File: src/rtl/alu_stage_pkg.sv
`default_nettype none
// ============================================================================
// Module      : alu_stage_pkg
// Description : Opcode encodings and flag-bit positions shared by the ALU stage.
// Revision    : 1.0 - initial release
// ============================================================================
package alu_stage_pkg;

    localparam logic [3:0] OP_PASS_A = 4'h0;
    localparam logic [3:0] OP_PASS_B = 4'h1;
    localparam logic [3:0] OP_NOT_A  = 4'h2;
    localparam logic [3:0] OP_NOT_B  = 4'h3;
    localparam logic [3:0] OP_ADD    = 4'h4;
    localparam logic [3:0] OP_ADC    = 4'h5;
    localparam logic [3:0] OP_SUB    = 4'h6;
    localparam logic [3:0] OP_AND    = 4'h7;
    localparam logic [3:0] OP_OR     = 4'h8;
    localparam logic [3:0] OP_XOR    = 4'h9;
    localparam logic [3:0] OP_LSL    = 4'hA;
    localparam logic [3:0] OP_LSR    = 4'hB;
    localparam logic [3:0] OP_ASL    = 4'hC;
    localparam logic [3:0] OP_ASR    = 4'hD;
    localparam logic [3:0] OP_CSL    = 4'hE;
    localparam logic [3:0] OP_CSR    = 4'hF;

    localparam int FLAG_Z = 3;
    localparam int FLAG_C = 2;
    localparam int FLAG_N = 1;
    localparam int FLAG_O = 0;

endpackage
`default_nettype wire

File: src/rtl/alu_stage_if.sv
`default_nettype none
// ============================================================================
// Module      : alu_stage_if
// Description : Operand/opcode request and registered result bundle of the ALU stage.
// Revision    : 1.0 - initial release
// ============================================================================
interface alu_stage_if #(
    parameter int WIDTH = 8
);
    logic [WIDTH-1:0] A;
    logic [WIDTH-1:0] B;
    logic [3:0]       FunSel;
    logic             InValid;
    logic             WF;
    logic [WIDTH-1:0] OutALU;
    logic             OutValid;
    logic [3:0]       Flags;

    modport master (
        output A, B, FunSel, InValid, WF,
        input  OutALU, OutValid, Flags
    );

    modport slave (
        input  A, B, FunSel, InValid, WF,
        output OutALU, OutValid, Flags
    );
endinterface
`default_nettype wire

File: src/rtl/alu_stage_core.sv
`default_nettype none
// ============================================================================
// Module      : alu_core
// Description : Combinational ALU: result and next flag value {Z,C,N,O}.
// Revision    : 1.0 - initial release
// ============================================================================
module alu_core
    import alu_stage_pkg::*;
#(
    parameter int WIDTH = 8
) (
    input  logic [WIDTH-1:0] a,
    input  logic [WIDTH-1:0] b,
    input  logic [3:0]       fun_sel,
    input  logic [3:0]       flags_in,
    output logic [WIDTH-1:0] result,
    output logic [3:0]       flags_out
);

    localparam int MSB = WIDTH - 1;

    logic             cin;
    logic [WIDTH:0]   sum;
    logic [WIDTH-1:0] nb;

    assign cin = flags_in[FLAG_C];
    assign nb  = ~b;

    always_comb begin
        sum       = '0;
        result    = '0;
        flags_out = flags_in;
        case (fun_sel)
            OP_PASS_A: result = a;
            OP_PASS_B: result = b;
            OP_NOT_A:  result = ~a;
            OP_NOT_B:  result = ~b;
            OP_ADD, OP_ADC: begin
                sum    = {1'b0, a} + {1'b0, b} +
                         {{WIDTH{1'b0}}, (fun_sel == OP_ADC) ? cin : 1'b0};
                result = sum[WIDTH-1:0];
                flags_out[FLAG_C] = sum[WIDTH];
                flags_out[FLAG_O] = (a[MSB] == b[MSB]) && (sum[MSB] != a[MSB]);
            end
            OP_SUB: begin
                // Carry out of A + ~B + 1 reads as "no borrow".
                sum    = {1'b0, a} + {1'b0, nb} + {{WIDTH{1'b0}}, 1'b1};
                result = sum[WIDTH-1:0];
                flags_out[FLAG_C] = sum[WIDTH];
                flags_out[FLAG_O] = (a[MSB] != b[MSB]) && (sum[MSB] != a[MSB]);
            end
            OP_AND: result = a & b;
            OP_OR:  result = a | b;
            OP_XOR: result = a ^ b;
            OP_LSL: begin
                result = {a[MSB-1:0], 1'b0};
                flags_out[FLAG_C] = a[MSB];
            end
            OP_LSR: begin
                result = {1'b0, a[MSB:1]};
                flags_out[FLAG_C] = a[0];
            end
            OP_ASL: begin
                result = {a[MSB-1:0], 1'b0};
                flags_out[FLAG_C] = a[MSB];
                flags_out[FLAG_O] = a[MSB] ^ a[MSB-1];
            end
            OP_ASR: begin
                result = {a[MSB], a[MSB:1]};
                flags_out[FLAG_C] = a[0];
            end
            OP_CSL: begin
                result = {a[MSB-1:0], cin};
                flags_out[FLAG_C] = a[MSB];
            end
            OP_CSR: begin
                result = {cin, a[MSB:1]};
                flags_out[FLAG_C] = a[0];
            end
            default: result = '0;
        endcase
        flags_out[FLAG_Z] = (result == '0);
        flags_out[FLAG_N] = result[MSB];
    end

endmodule
`default_nettype wire

File: src/rtl/alu_stage.sv
`default_nettype none
// ============================================================================
// Module      : alu_stage
// Description : One-cycle registered ALU stage with result, valid and flag registers.
// Revision    : 1.0 - initial release
// ============================================================================
module alu_stage
    import alu_stage_pkg::*;
#(
    parameter int WIDTH = 8
) (
    input  logic        Clock,
    input  logic        Reset,
    alu_stage_if.slave  bus
);

    logic [WIDTH-1:0] result;
    logic [3:0]       flags_next;

    alu_core #(
        .WIDTH (WIDTH)
    ) u_core (
        .a         (bus.A),
        .b         (bus.B),
        .fun_sel   (bus.FunSel),
        .flags_in  (bus.Flags),
        .result    (result),
        .flags_out (flags_next)
    );

    always_ff @(posedge Clock or posedge Reset) begin
        if (Reset) begin
            bus.OutALU   <= '0;
            bus.OutValid <= 1'b0;
            bus.Flags    <= 4'b0000;
        end else begin
            bus.OutValid <= bus.InValid;
            if (bus.InValid) begin
                bus.OutALU <= result;
                if (bus.WF) begin
                    bus.Flags <= flags_next;
                end
            end
        end
    end

endmodule
`default_nettype wire
File: src/flat_wrapper.sv
// flat-port wrapper written by rule: the top's interface ports become plain ports
module alu_stage_flat import alu_stage_pkg::*;
#(
    parameter int WIDTH = 8
)
  (Clock, Reset, bus_A, bus_B, bus_FunSel, bus_InValid, bus_WF, bus_OutALU, bus_OutValid, bus_Flags);
  alu_stage_if #(.WIDTH(WIDTH)) bus_i ();
  input  logic Clock;
  input  logic Reset;
  input wire logic [$bits(bus_i.A)-1:0] bus_A;
  input wire logic [$bits(bus_i.B)-1:0] bus_B;
  input wire logic [$bits(bus_i.FunSel)-1:0] bus_FunSel;
  input wire logic [$bits(bus_i.InValid)-1:0] bus_InValid;
  input wire logic [$bits(bus_i.WF)-1:0] bus_WF;
  output wire logic [$bits(bus_i.OutALU)-1:0] bus_OutALU;
  output wire logic [$bits(bus_i.OutValid)-1:0] bus_OutValid;
  output wire logic [$bits(bus_i.Flags)-1:0] bus_Flags;
  assign bus_i.A = bus_A;
  assign bus_i.B = bus_B;
  assign bus_i.FunSel = bus_FunSel;
  assign bus_i.InValid = bus_InValid;
  assign bus_i.WF = bus_WF;
  assign bus_OutALU = bus_i.OutALU;
  assign bus_OutValid = bus_i.OutValid;
  assign bus_Flags = bus_i.Flags;
  alu_stage #(.WIDTH(WIDTH)) u_core (.Clock(Clock), .Reset(Reset), .bus(bus_i));
endmodule
File: config.mk
export PLATFORM = sky130hd
export DESIGN_NAME = alu_stage_flat
export DESIGN_NICKNAME = d
export VERILOG_FILES = /design/src/rtl/alu_stage_pkg.sv /design/src/rtl/alu_stage_if.sv /design/src/rtl/alu_stage_core.sv /design/src/rtl/alu_stage.sv /design/src/flat_wrapper.sv
export SDC_FILE = /design/constraint.sdc
export NUM_CORES = 1
export LEC_CHECK = 0
export BUFFER_PORTS_ARGS = -buffer_cell sky130_fd_sc_hd__buf_2
export CORE_ASPECT_RATIO = 0.7
export CORE_MARGIN = 5
export CORE_UTILIZATION = 60
export CTS_CLUSTER_DIAMETER = 80
export CTS_CLUSTER_SIZE = 30
export DETAILED_ROUTE_END_ITERATION = 10
export PLACE_DENSITY = 0.86
export SKIP_CTS_REPAIR_TIMING = 1
export SYNTH_ARGS = -nofsm -noshare
export SYNTH_HDL_FRONTEND = slang
export SYNTH_HIERARCHICAL = 1
export SYNTH_SLANG_ARGS = --single-unit
File: constraint.sdc
create_clock -name Clock -period 5.48 [get_ports Clock]
set_input_delay 0.274 -clock Clock [delete_from_list [all_inputs] [get_ports Clock]]
set_output_delay 0.274 -clock Clock [all_outputs]
set_load 0.005 [all_outputs]
* After elaboration in Yosys (flattened, before gate mapping) *
Cells that the tools add are included.

word-level totals
  register bits after elaboration = 13
  input bits = 24
  word-level logic and storage cells = 51

operators by class
  equal/unequal tests = 19
  bitwise gates (word level) = 6
  multiplexer cells = 4
  reductions and logical operators = 13
  add/subtract/negate cells = 4

operator list
  kind                 count
  $pmux 8 s14          1
  $eq 4x4->1 const B   8
  $add 8x8->9          2
  $eq 4x3->1 const B   4
  $not 8->8            2
  $add 9x1->9          1
  $add 9x1->9 const B  1
  $and 8x8->8          1
  $eq 4x2->1 const B   2
  $logic_not 8->1      1
  $or 8x8->8           1
  $xor 8x8->8          1
  $reduce_and 3->1     2
  $reduce_or 3->1      2
  $eq 4x1->1 const B   1
  $logic_not 4->1      1
  $pmux 1 s4           1
  $reduce_bool 4->1    1
  $reduce_or 2->1      2
  $ne 1x1->1           3
  $pmux 1 s3           1
  $reduce_bool 3->1    1
  $logic_and 1x1->1    2
  $reduce_and 2->1     1
  other kinds (3)      3

* Logic depth before layout (Yosys ltp) *
  word-level depth = 6
  depth in mapped cells = 13
  mapped depth without buffers = 12

* Cells and area by module *
The synthesis kept the hierarchy.

by module, submodules not included
  module     cells an instance  instances  sequential area each (um^2)  area each (um^2)
  alu_core   279                1          0.0                          1915.6
  alu_stage  28                 1          325.3                        501.7

* Least setup slack after synthesis *
OpenSTA, ideal clock, no wires.

  path kind = input to register
  start point = input bus_FunSel[3]
  end point = register u_core.bus.Flags[3]
  data arrival time = 3.243 ns
  stages on the path = 13
  path slack = 2.173 ns
  data required time = 5.416 ns
  path through = buf_2 > nor2b_1 > nand3_1 > fa_1 > fa_1 > inv_1 > a22oi_1 > nor2_1 > o32a_1 > or3_1 > a2111o_1 > nor4_2 > mux2_4

on the way
  word-level cells in the longest chain between the ends = 5

ends and longest elaborated chain
  what                            line                                        RTL
  start, declared                 flat_wrapper.sv:12                          input wire logic [$bits(bus_i.FunSel)-1:0] bus_FunSel;
  $eq 4x3->1                      alu_stage_core.sv:33, alu_stage_core.sv:40
  $mux 1                          alu_stage_core.sv:40                        {{WIDTH{1'b0}}, (fun_sel == OP_ADC) ? cin : 1'b0};
  $add 9x1->9                     alu_stage_core.sv:39                        sum = {1'b0, a} + {1'b0, b} +
  $pmux 8 s14 (*)                 alu_stage_core.sv:33                        case (fun_sel)
  named net u_core.result[1]      alu_stage.sv:17                             logic [WIDTH-1:0] result;
  $logic_not 8->1 (*)             alu_stage_core.sv:82                        flags_out[FLAG_Z] = (result == '0);
  named net u_core.flags_next[3]  alu_stage.sv:18                             logic [3:0] flags_next;
  end signal, assigned            alu_stage.sv:41                             bus.Flags <= flags_next;
  end, declared                   alu_stage_if.sv:26                          output OutALU, OutValid, Flags

Mark *: on every way through the listed nets, which the timed path passes. The rest lies on a longest branch.
A chain may end at the register's enable or synchronous reset.

* Worst setup path after layout *
  start point = input bus_FunSel[0]
  end point = register u_core.bus.Flags[3]

The elaborated chain is that of the path after synthesis.

==> flow_metrics.py <==
metrics = {
    "global_routing": {
        "antenna_found_initial": 0,
        "grt_max_degree": 44,
        "grt_first_pass_wirelength_um": 11800,
        "grt_overflow": 0,
        "grt_usage_pct": 26.8,
        "grt_pass1_vias": 2275,
    },
    "floorplan": {
        "core-area_um2": 3900,
        "io_pins": 37,
        "row_count": 19,
        "chipWidth_um": 85.9,
        "start_util_pct": 62.0,
        "dieArea_um2": 5420,
        "die_h_um": 63.1,
    },
    "logic_synthesis": {
        "synth-edff-count": 0,
        "synth_xor_area_share_pct": 2.17,
        "synthMuxAreaShare_pct": 10.0,
        "ys.flop_type": "dfrtp_1",
        "synth_compound_area_share_pct": 29.7,
        "ys_types": 68,
        "syn_inst": 307,
        "synth_fa_ha_area_share_pct": 14.9,
        "syn-mean-instance-area_um2": 7.87,
        "seq_area_frac_synth_pct": 13.5,
        "synth_warnings": 6,
        "synth_top_family_by_area": "compound AO/OA/AOI/OAI gates",
        "synth_nets": 358,
        "synthesis.area_um2": 2420,
        "ys_ff_latch": 13,
        "synthArstFlopShare_pct": 100,
        "synthSimpleGateAreaFrac_pct": 19.6,
    },
    "clocking": {
        "htreeDepth": 1,
        "cts_root_buffer": "clkbuf_8",
        "cts_tree": "built",
        "cts_buffers": 3,
        "clkTransAtPathRegs_ns": 0.06,
        "cts.sinks": 13,
        "insertion_delay_ns": 0.25,
        "clock_path_buffers": 2,
    },
    "finish": {
        "nFillCells": 347,
        "diodes": 0,
        "fin_util_pct": 66.0,
        "final_cell_area_um2": 2570,
        "layout-drive-gt1-share_pct": 19.4,
        "nets": 376,
        "syn_to_final_growth_pct": 6.52,
    },
    "setup_path": {
        "regToRegSetupSlack_ns": 2.10,
        "critical_path.endpoint_type": "flip-flop",
        "path_max_fanout": 43,
        "path_depth": 13,
        "cpPeakStageDelay_ns": 0.56,
        "critPathLaunchType": "primary input",
        "startpoint": "bus_FunSel[0]",
        "critical_path.top_delay_family": "simple AND/OR/NAND/NOR gates",
        "slowest_stage": "buf_2",
        "crit_top_cell": "fa_1",
        "critPathKind": "in -> reg",
        "required_ns": 5.68,
        "path_buf_inv": 2,
        "reg2reg_from": "u_core/bus.Flags[2]$_DFFE_PP0P_",
        "arrival_ns": 4.13,
        "ff2ff_path_depth": 11,
        "cp_cell_sequence": "buf_2 > nor2b_1 > nand3_1 > fa_1 > fa_1 > inv_1 > a22oi_1 > nor2_1 > o32a_1 > or3_1 > a2111o_1 > nor4_2 > mux2_4",
    },
    "pwr": {
        "power.leakage_uw": 0.00114,
        "vdd_drop_max_v": 0.000147,
        "powerDensity_nw_per_um2": 182,
    },
    "route": {
        "drc": 0,
        "first_iter_violations": 288,
        "vias_per_cell": 6.89,
        "final_antenna_net_count": 0,
        "wl_um": 7290,
        "drt-pass1-iter-count": 5,
        "vias": 2592,
        "wl_per_cell_um": 19.4,
    },
    "timing": {
        "tightest_slew_ns": 1.15,
        "rsz0062_at_grt": "no",
        "final.setup.tns_ns": 0,
        "hold_viol_final": 0,
        "fin_crit_ns": 3.93,
        "maxSlewHeadroom_pct": 22.9,
        "fin_crit_sh_pct": 71.8,
        "hold_ws_ns": 0.0418,
        "fin_skew_ns": 0.000660,
        "final_max_slew_viol_count": 0,
        "setup_viol": 0,
        "max_freq_mhz": 254,
    },
    "run_status": {
        "outcome": "finished clean",
    },
    "placed_design": {
        "postPlaceCellArea_um2": 2530,
        "io_buffer_count": 36,
        "dp_hpwl_um": 5360,
        "gp_congestion": 0.998,
    },
    "hold_path": {
        "min_path_type": "in -> async",
    },
    "run": {
        "cap_violations": 0,
    },
}
-- final timing paths --
kind | to
max | u_core/bus.Flags[3]$_DFFE_PP0P_
min reg2reg | u_core/bus.OutALU[5]$_DFFE_PP0P_
max in group asynchronous | u_core/bus.Flags[1]$_DFFE_PP0P_
min in group Clock | u_core/bus.OutValid$_DFF_PP0_
min | u_core/bus.OutALU[3]$_DFFE_PP0P_
max reg2reg | u_core/bus.Flags[3]$_DFFE_PP0P_
-- logic make-up (layout without fill, tap and decap cells) --
logic type	count (synthesis)	in the layout
compound gates	99	99
simple gates	89	89
buf+inv	52	69
fa+ha+maj	27	27
mux	21	21
flops	13	13
xor+xnor	6	6
-- per-layer routing --
metal / GRT usage, % / wire [um]
met1: 41.6 / 3120
met2: 38.5 / 3120
met3: 4.17 / 930
met4: 5.73 / 109
met5: 0 / 0
-- cell usage after synthesis, types with 2 or more instances --
master / count / area share, %
a2111o_1: 2 / 0.93
a2111oi_0: 2 / 0.72
a211o_1: 2 / 0.72
a21oi_1: 24 / 5.0
a221o_1: 2 / 0.83
a221oi_1: 2 / 0.72
a22oi_1: 3 / 0.93
a2bb2oi_1: 2 / 0.72
a311oi_1: 3 / 1.1
a31oi_1: 6 / 1.6
buf_1: 2 / 0.31
buf_2: 7 / 1.4
buf_4: 3 / 0.93
buf_6: 4 / 1.9
clkbuf_1: 8 / 1.2
dfrtp_1: 13 / 13
fa_1: 3 / 2.5
ha_1: 24 / 12
inv_1: 27 / 4.2
mux2_2: 10 / 4.7
mux2_4: 4 / 2.5
mux2i_1: 7 / 2.9
nand2_1: 21 / 3.3
nand2b_1: 6 / 1.6
nand3_1: 7 / 1.4
nand4_1: 4 / 1.0
nor2_1: 19 / 3.0
nor2b_1: 6 / 1.6
nor3_1: 8 / 1.7
nor3b_1: 3 / 0.93
nor4_1: 2 / 0.52
o2111ai_1: 3 / 1.1
o211ai_1: 5 / 1.6
o21a_1: 2 / 0.62
o21ai_0: 11 / 2.3
o21bai_1: 3 / 0.93
o221ai_1: 3 / 1.1
o22ai_1: 3 / 0.78
o31ai_1: 2 / 0.62
o32a_1: 5 / 2.1
o32ai_1: 2 / 0.72
or2_1: 2 / 0.52
xnor2_1: 5 / 1.8
-- state kept, by name, indices dropped and copies added, names as in the netlist --
register             flops
u_core/bus.Flags         4
u_core/bus.OutValid      1
u_core/bus.OutALU        8
-- power by group --
part,switching [uW],leakage [uW],total [uW],internal [uW]
clock,39.6,0.0000228,91.3,51.6
combinational,142,0.000958,247,105
sequential,14.7,0.000158,130,115
-- per-stage QoR --
stage / power (uW) / setup WS (ns) / std cells
detailed placement: 369 / 1.40 / 372
global placement: 365 / 1.51 / 372
CTS: 460 / 1.60 / 376
global route: 498 / 1.42 / 376
floorplan: 297 / 2.17 / 307
finish: 469 / 1.55 / 376
-- area by class of cell --
type / count / area (um2) / area share (%)
clock buffers: 4 / 45.0 / 1.75
repair buffers: 37 / 188 / 7.29
well taps: 52 / 65.1 / 2.53
flip-flops and latches: 13 / 325 / 12.6
inverters: 28 / 105 / 4.08
multi-input cells: 242 / 1850 / 71.7
-- layout by cell type (no fill, tap or decap), types with 4 or more instances in the layout --
cell / Yosys / final
nor2_1: 19 / 19
a21oi_1: 24 / 24
mux2i_1: 7 / 7
o32a_1: 5 / 5
nor2b_1: 6 / 6
inv_1: 27 / 27
nor3_1: 8 / 8
nand4_1: 4 / 4
mux2_4: 4 / 4
o211ai_1: 5 / 5
nand3_1: 7 / 7
xnor2_1: 5 / 5
nand2b_1: 6 / 6
mux2_2: 10 / 10
dfrtp_1: 13 / 13
buf_2: 7 / 36
nand2_1: 21 / 21
o21ai_0: 11 / 11
ha_1: 24 / 24
a31oi_1: 6 / 6
(Power assumes the default switching activity.)
